--- src/rtl/seq_alu_pkg.sv ---
// Shared types and constants for the seq_alu sequential arithmetic responder.
package seq_alu_pkg;

  localparam int unsigned DEFAULT_WIDTH = 8;

  typedef enum logic [1:0] {
    OP_ADD = 2'b00,
    OP_SUB = 2'b01,
    OP_MUL = 2'b10,
    OP_DIV = 2'b11
  } op_e;

  typedef enum logic [1:0] {
    IDLE,
    EXEC,
    DIV,
    DONE
  } state_e;

endpackage

--- src/rtl/seq_alu_if.sv ---
// Request/response valid-ready channel bundle between a requester (master) and seq_alu (slave).
interface seq_alu_if
  import seq_alu_pkg::*;
#(
  parameter int unsigned WIDTH = DEFAULT_WIDTH
);
  logic             in_valid;
  logic             in_ready;
  logic [1:0]       opcode;
  logic [WIDTH-1:0] operand1;
  logic [WIDTH-1:0] operand2;
  logic             out_valid;
  logic             out_ready;
  logic [WIDTH-1:0] result;
  logic             err;

  modport master (
    output in_valid, opcode, operand1, operand2, out_ready,
    input  in_ready, out_valid, result, err
  );

  modport slave (
    input  in_valid, opcode, operand1, operand2, out_ready,
    output in_ready, out_valid, result, err
  );
endinterface

--- src/rtl/seq_alu_divider.sv ---
// Restoring unsigned divider, one quotient bit per cycle; built only when SEQ_ALU_DIV_EN is defined.
`ifdef SEQ_ALU_DIV_EN
module seq_alu_divider
  import seq_alu_pkg::*;
#(
  parameter int unsigned WIDTH = DEFAULT_WIDTH
) (
  input  logic             clk,
  input  logic             reset,
  input  logic             start,
  input  logic [WIDTH-1:0] dividend,
  input  logic [WIDTH-1:0] divisor,
  output logic             busy,
  output logic             done,
  output logic [WIDTH-1:0] quotient
);
  localparam int unsigned CW = (WIDTH > 1) ? $clog2(WIDTH) : 1;

  logic [WIDTH-1:0] rem_q, rem_d;
  logic [WIDTH-1:0] quo_q, quo_d;
  logic [WIDTH-1:0] dvs_q, dvs_d;
  logic [CW-1:0]    cnt_q, cnt_d;
  logic             busy_q, busy_d;
  logic             done_q, done_d;
  logic [WIDTH:0]   trial;
  logic [WIDTH-1:0] diff;

  // quo_q starts as the dividend: its MSB feeds the remainder while quotient bits enter at the LSB.
  always_comb begin
    rem_d  = rem_q;
    quo_d  = quo_q;
    dvs_d  = dvs_q;
    cnt_d  = cnt_q;
    busy_d = busy_q;
    done_d = 1'b0;
    trial  = {rem_q, quo_q[WIDTH-1]};
    diff   = trial[WIDTH-1:0] - dvs_q;
    if (start) begin
      rem_d  = '0;
      quo_d  = dividend;
      dvs_d  = divisor;
      cnt_d  = CW'(WIDTH - 1);
      busy_d = 1'b1;
    end else if (busy_q) begin
      if (trial >= {1'b0, dvs_q}) begin
        rem_d = diff;
        quo_d = {quo_q[WIDTH-2:0], 1'b1};
      end else begin
        rem_d = trial[WIDTH-1:0];
        quo_d = {quo_q[WIDTH-2:0], 1'b0};
      end
      if (cnt_q == '0) begin
        busy_d = 1'b0;
        done_d = 1'b1;
      end else begin
        cnt_d = cnt_q - 1'b1;
      end
    end
  end

  always_ff @(posedge clk) begin
    if (reset) begin
      rem_q  <= '0;
      quo_q  <= '0;
      dvs_q  <= '0;
      cnt_q  <= '0;
      busy_q <= 1'b0;
      done_q <= 1'b0;
    end else begin
      rem_q  <= rem_d;
      quo_q  <= quo_d;
      dvs_q  <= dvs_d;
      cnt_q  <= cnt_d;
      busy_q <= busy_d;
      done_q <= done_d;
    end
  end

  assign busy     = busy_q;
  assign done     = done_q;
  assign quotient = quo_q;
endmodule
`endif

--- src/rtl/seq_alu.sv ---
// Sequential add/sub/mul/div responder with valid-ready request and response channels.
// Define SEQ_ALU_DIV_EN to build the iterative divider; otherwise div reports err with result 0.
module seq_alu
  import seq_alu_pkg::*;
#(
  parameter int unsigned WIDTH = DEFAULT_WIDTH
) (
  input  logic     clk,
  input  logic     reset,
  seq_alu_if.slave bus
);
  state_e           state_q, state_d;
  op_e              op_q, op_d;
  logic [WIDTH-1:0] a_q, a_d;
  logic [WIDTH-1:0] b_q, b_d;
  logic [WIDTH-1:0] result_q, result_d;
  logic             err_q, err_d;
  logic             in_ready;
  logic             accept;
  logic             go_div;
  logic             div_busy;
  logic             div_done;
  logic [WIDTH-1:0] div_quotient;

  assign in_ready = (state_q == IDLE) && !reset && !div_busy;
  assign accept   = bus.in_valid && in_ready;

`ifdef SEQ_ALU_DIV_EN
  // Divide-by-zero never enters the divider; it resolves in EXEC like a single-cycle op.
  assign go_div = accept && (bus.opcode == OP_DIV) && (bus.operand2 != '0);

  seq_alu_divider #(
    .WIDTH (WIDTH)
  ) u_divider (
    .clk      (clk),
    .reset    (reset),
    .start    (go_div),
    .dividend (bus.operand1),
    .divisor  (bus.operand2),
    .busy     (div_busy),
    .done     (div_done),
    .quotient (div_quotient)
  );
`else
  assign go_div       = 1'b0;
  assign div_busy     = 1'b0;
  assign div_done     = 1'b0;
  assign div_quotient = '0;
`endif

  always_comb begin
    state_d  = state_q;
    op_d     = op_q;
    a_d      = a_q;
    b_d      = b_q;
    result_d = result_q;
    err_d    = err_q;
    unique case (state_q)
      IDLE: begin
        if (accept) begin
          op_d    = op_e'(bus.opcode);
          a_d     = bus.operand1;
          b_d     = bus.operand2;
          state_d = go_div ? DIV : EXEC;
        end
      end
      EXEC: begin
        err_d = 1'b0;
        unique case (op_q)
          OP_ADD: result_d = a_q + b_q;
          OP_SUB: result_d = a_q - b_q;
          OP_MUL: result_d = a_q * b_q;
          default: begin
`ifdef SEQ_ALU_DIV_EN
            result_d = '1;
`else
            result_d = '0;
`endif
            err_d = 1'b1;
          end
        endcase
        state_d = DONE;
      end
      DIV: begin
        if (div_done) begin
          result_d = div_quotient;
          err_d    = 1'b0;
          state_d  = DONE;
        end
      end
      DONE: begin
        if (bus.out_ready) begin
          state_d = IDLE;
        end
      end
      default: state_d = IDLE;
    endcase
  end

  always_ff @(posedge clk) begin
    if (reset) begin
      state_q  <= IDLE;
      op_q     <= OP_ADD;
      a_q      <= '0;
      b_q      <= '0;
      result_q <= '0;
      err_q    <= 1'b0;
    end else begin
      state_q  <= state_d;
      op_q     <= op_d;
      a_q      <= a_d;
      b_q      <= b_d;
      result_q <= result_d;
      err_q    <= err_d;
    end
  end

  assign bus.in_ready  = in_ready;
  assign bus.out_valid = (state_q == DONE);
  assign bus.result    = result_q;
  assign bus.err       = err_q;
endmodule

--- src/flat_wrapper.sv ---
// flat-port wrapper written by rule: the top's interface ports become plain ports
module seq_alu_flat import seq_alu_pkg::*;
#(
  parameter int unsigned WIDTH = DEFAULT_WIDTH
)
  (clk, reset, bus_in_valid, bus_opcode, bus_operand1, bus_operand2, bus_out_ready, bus_in_ready, bus_out_valid, bus_result, bus_err);
  seq_alu_if #(.WIDTH(WIDTH)) bus_i ();
  input  logic clk;
  input  logic reset;
  input wire logic [$bits(bus_i.in_valid)-1:0] bus_in_valid;
  input wire logic [$bits(bus_i.opcode)-1:0] bus_opcode;
  input wire logic [$bits(bus_i.operand1)-1:0] bus_operand1;
  input wire logic [$bits(bus_i.operand2)-1:0] bus_operand2;
  input wire logic [$bits(bus_i.out_ready)-1:0] bus_out_ready;
  output wire logic [$bits(bus_i.in_ready)-1:0] bus_in_ready;
  output wire logic [$bits(bus_i.out_valid)-1:0] bus_out_valid;
  output wire logic [$bits(bus_i.result)-1:0] bus_result;
  output wire logic [$bits(bus_i.err)-1:0] bus_err;
  assign bus_i.in_valid = bus_in_valid;
  assign bus_i.opcode = bus_opcode;
  assign bus_i.operand1 = bus_operand1;
  assign bus_i.operand2 = bus_operand2;
  assign bus_i.out_ready = bus_out_ready;
  assign bus_in_ready = bus_i.in_ready;
  assign bus_out_valid = bus_i.out_valid;
  assign bus_result = bus_i.result;
  assign bus_err = bus_i.err;
  seq_alu #(.WIDTH(WIDTH)) u_core (.clk(clk), .reset(reset), .bus(bus_i));
endmodule
--- config.mk ---
export PLATFORM = sky130hd
export DESIGN_NAME = seq_alu_flat
export DESIGN_NICKNAME = d
export VERILOG_FILES = /design/src/rtl/seq_alu_pkg.sv /design/src/rtl/seq_alu_if.sv /design/src/rtl/seq_alu_divider.sv /design/src/rtl/seq_alu.sv /design/src/flat_wrapper.sv
export SDC_FILE = /design/constraint.sdc
export NUM_CORES = 1
export LEC_CHECK = 0
export BUFFER_PORTS_ARGS = -buffer_cell sky130_fd_sc_hd__buf_4
export CORE_MARGIN = 10
export CORE_UTILIZATION = 50
export CTS_BUF_LIST = sky130_fd_sc_hd__clkbuf_4 sky130_fd_sc_hd__clkbuf_8
export DETAILED_ROUTE_END_ITERATION = 10
export GPL_ROUTABILITY_DRIVEN = 0
export PLACE_DENSITY = 0.74
export SKIP_LAST_GASP = 1
export SLEW_MARGIN = 20
export SYNTH_ARGS = -nofsm -noshare
export SYNTH_HDL_FRONTEND = slang
export SYNTH_SLANG_ARGS = --single-unit
--- constraint.sdc ---
create_clock -name clk -period 8.44 [get_ports clk]
set_input_delay 0.844 -clock clk [delete_from_list [all_inputs] [get_ports clk]]
set_output_delay 0.844 -clock clk [all_outputs]
set_load 0.01 [all_outputs]
==> flow_metrics.py <==
metrics = {
    "timing": {
        "hold_violations": 0,
        "worst_slack_ps": 4140,
        "setup-tns-final_ps": 0,
        "setup_viol": 0,
        "period_share_pct": 50.9,
        "finalClockSkew_ps": 6.55,
        "timing.hold.ws_ps": 472,
        "worst_pin_slew_ps": 986,
        "finalMaxSlewViolations": 0,
        "relSlewSlack_pct": 34.3,
        "layout_min_cycle_time_ps": 4300,
        "clock.fmax_mhz": 233,
        "rsz0062_at_grt": "no",
    },
    "critical_path": {
        "reg2reg_slack_ps": 4140,
        "cp-end-kind": "flip-flop",
        "crit_arrival_ps": 4470,
        "critPathLaunch": "u_core.b_q[3]$_SDFFE_PP0P_",
        "crit_chain": "nand2_1, fa_1, fa_1, inv_1, fa_1, inv_1, fa_1, inv_1, ha_1, a21oi_1, xnor3_1, xnor3_1, a31oi_1, o22ai_1",
        "crit_top_cell": "fa_1",
        "reg2regPathDepth": 14,
        "crit_cells": 14,
        "critPathSlowestCell": "dfxtp_1",
        "setup.worst_path.end": "u_core.bus.result[7]$_SDFFE_PP0N_",
        "start_kind": "flip-flop",
        "critPathKind": "flip-flop to flip-flop",
        "path_max_fanout": 10,
        "cp.required_ps": 8610,
        "reg2reg_from": "u_core.b_q[3]$_SDFFE_PP0P_",
        "cp.buffers_inverters": 3,
        "reg2reg_to": "u_core.bus.result[7]$_SDFFE_PP0N_",
        "max_stage_delay_ps": 550,
        "cp_top_family": "adder cells",
    },
    "routing": {
        "wl_per_cell_um": 13.5,
        "viasPerCell": 5.05,
        "vias": 2030,
        "drt_iter0_markers": 73,
        "routed_wl_mm": 5.41,
        "drtAntennaViolNets": 0,
        "drc": 0,
        "first_pass_iters": 4,
    },
    "grt": {
        "first_global_vias": 2123,
        "grt_max_degree": 37,
        "grt_pass1_wl_mm": 9.67,
        "gr-total-overflow": 0,
        "track_usage_pct": 13.8,
        "antenna_found_initial": 0,
    },
    "layout": {
        "layout_commonest_cell": "nand2_1",
        "syn2layout_area_growth_pct": 12.1,
        "antenna_cells": 0,
        "final_cell_mix": "nand2_1, buf_4, inv_1",
        "finalNetCount": 394,
        "multi_input_area_mm2": 0.00174,
        "instances_no_fill": 402,
        "nFillCells": 485,
        "register_area_um2": 581,
        "drive_gt1_share_pct": 14.3,
    },
    "synthesis": {
        "synthFlopType": "dfxtp_1",
        "synth-seq-cells": 29,
        "synthesis.nets": 371,
        "synth_cell_types": 41,
        "syn_inst": 311,
        "synth-edff-count": 0,
        "syn-cell-area_mm2": 0.00255,
        "yosysSeqAreaShare_pct": 22.8,
        "yosysWarningCount": 0,
        "synthArstFlopShare_pct": 0,
        "synth_area_per_cell_um2": 8.19,
    },
    "hold_path": {
        "hold_class": "flip-flop to flip-flop",
    },
    "die": {
        "core_mm2": 0.00482,
        "die_w_um": 91.4,
        "num_io_pins": 33,
        "num_rows": 25,
        "die_h_um": 91.4,
        "die_area_mm2": 0.00835,
        "start_util_pct": 52.9,
    },
    "clock_network": {
        "h-tree-depth": 2,
        "cts_hold_buffers": 0,
        "postCtsSetupBuffers": 0,
        "clockBufferDepth": 2,
        "cts_resized": 0,
        "numCtsBuffers": 5,
        "clk_latency_ps": 290,
        "cts_root_buf": "clkbuf_8",
        "cts_num_sinks": 29,
        "cts_tree": "built",
        "clk_pin_slew_ps": 70,
    },
    "place": {
        "pre_cts_ws_ps": 4160,
        "place.detailed.hpwl_mm": 4.25,
        "dp.cells": 394,
        "io_buffers": 32,
    },
    "power_and_ir_drop": {
        "vdd_ir_drop_max_uv": 112,
        "p_leak_nw": 1.30,
        "cellPowerDensity_mw_per_mm2": 153,
    },
    "flow_run": {
        "drv_cap": 0,
    },
    "run_status": {
        "status": "finished, final reports clean",
    },
}
==> worst min path at each step <==
stage | endpoint | cells after the start | slack (ps) | startpoint
2_1_floorplan | u_core.bus.err$_SDFFE_PP0N_ | 2 | 470 | u_core.op_q[0]$_SDFFE_PP0P_
3_3_place_gp | u_core.bus.err$_SDFFE_PP0N_ | 2 | 460 | u_core.bus.err$_SDFFE_PP0N_
3_5_place_dp | u_core.bus.err$_SDFFE_PP0N_ | 2 | 460 | u_core.bus.err$_SDFFE_PP0N_
4_1_cts | u_core.bus.err$_SDFFE_PP0N_ | 2 | 470 | u_core.bus.err$_SDFFE_PP0N_
5_1_grt | u_core.bus.err$_SDFFE_PP0N_ | 2 | 510 | u_core.bus.err$_SDFFE_PP0N_
6_report | u_core.bus.err$_SDFFE_PP0N_ | 2 | 470 | u_core.bus.err$_SDFFE_PP0N_
==> through the flow <==
stage	util [%]	total power, mW	area (µm²)
after floorplan	-	0.287	2550
after global placement	57.5	0.323	2770
final	59.3	0.437	2860
after CTS	59.3	0.440	2860
after global routing	59.3	0.472	2860
after detailed placement	57.5	0.326	2770
==> report_power, final <==
group / switching (mW) / leakage (nW) / total, mW / internal [mW]
clock network: 0.0565 / 0.0439 / 0.113 / 0.0568
logic: 0.0765 / 1.02 / 0.154 / 0.0779
registers: 0.0189 / 0.238 / 0.169 / 0.150
total: 0.152 / 1.30 / 0.437 / 0.285
==> sequential cells by signal (all words and copies together) (netlist names) <==
name,cells
u_core.a_q,8
u_core.b_q,8
u_core.bus.result,8
u_core.op_q,2
u_core.state_q,2
u_core.bus.err,1
==> final cells by class <==
cell class	instances	area share [%]
sequential	29	20.3
timing repair buffer	33	8.67
clock inverter	3	0.613
clock buffer	5	2.41
inverter	32	4.20
tap	67	2.93
multi-input combinational	233	60.8
==> worst register-to-register path: cells and delay by family, from the launching register on <==
| kind | cells | cell delay (ps) |
|---|---|---|
| AOI/OAI and AO/OA | 3 | 450 |
| xor gates and xnor gates | 2 | 590 |
| adders and majority gates | 5 | 2300 |
| buffers and inverters | 3 | 150 |
| DFF | 1 | 550 |
| and+or+nand+nor | 1 | 140 |
==> Yosys cell counts, drive strengths merged, types with 2 or more instances <==
cell / number / area (µm²)
xnor3: 2 / 45.0
dfxtp: 29 / 581
buf: 6 / 67.6
inv: 32 / 120
nor3: 7 / 35.0
a21oi: 13 / 65.1
ha: 25 / 313
mux2i: 2 / 20.0
xnor2: 18 / 165
nor2b: 8 / 50.1
nand2b: 14 / 87.6
fa: 13 / 260
nor3b: 2 / 15.0
clkbuf: 11 / 41.3
xor2: 3 / 26.3
o31ai: 4 / 30.0
a21o: 2 / 16.3
nor4: 2 / 12.5
and2: 15 / 95.1
a211oi: 5 / 37.5
a31oi: 4 / 25.0
nand2: 43 / 171
nor2: 18 / 67.6
o21ai: 21 / 105
==> per-layer routing <==
layer / track usage (%) / up-vias / part of all wire, %
met3: 4.86 / 10 / 5.9
met4: 5.09 / 0 / 1.9
met5: 0 / - / 0
li1: - / 1061 / -
met2: 21.6 / 42 / 44
met1: 16.9 / 917 / 49
==> cells by family after synthesis <==
group | share of synthesized area [%]
mux | 1.23
compound gates | 13.1
simple gates | 22.1
xor+xnor | 9.28
buf+inv | 8.99
flops | 22.8
fa+ha+maj | 22.5
(Power assumes the default switching activity.)
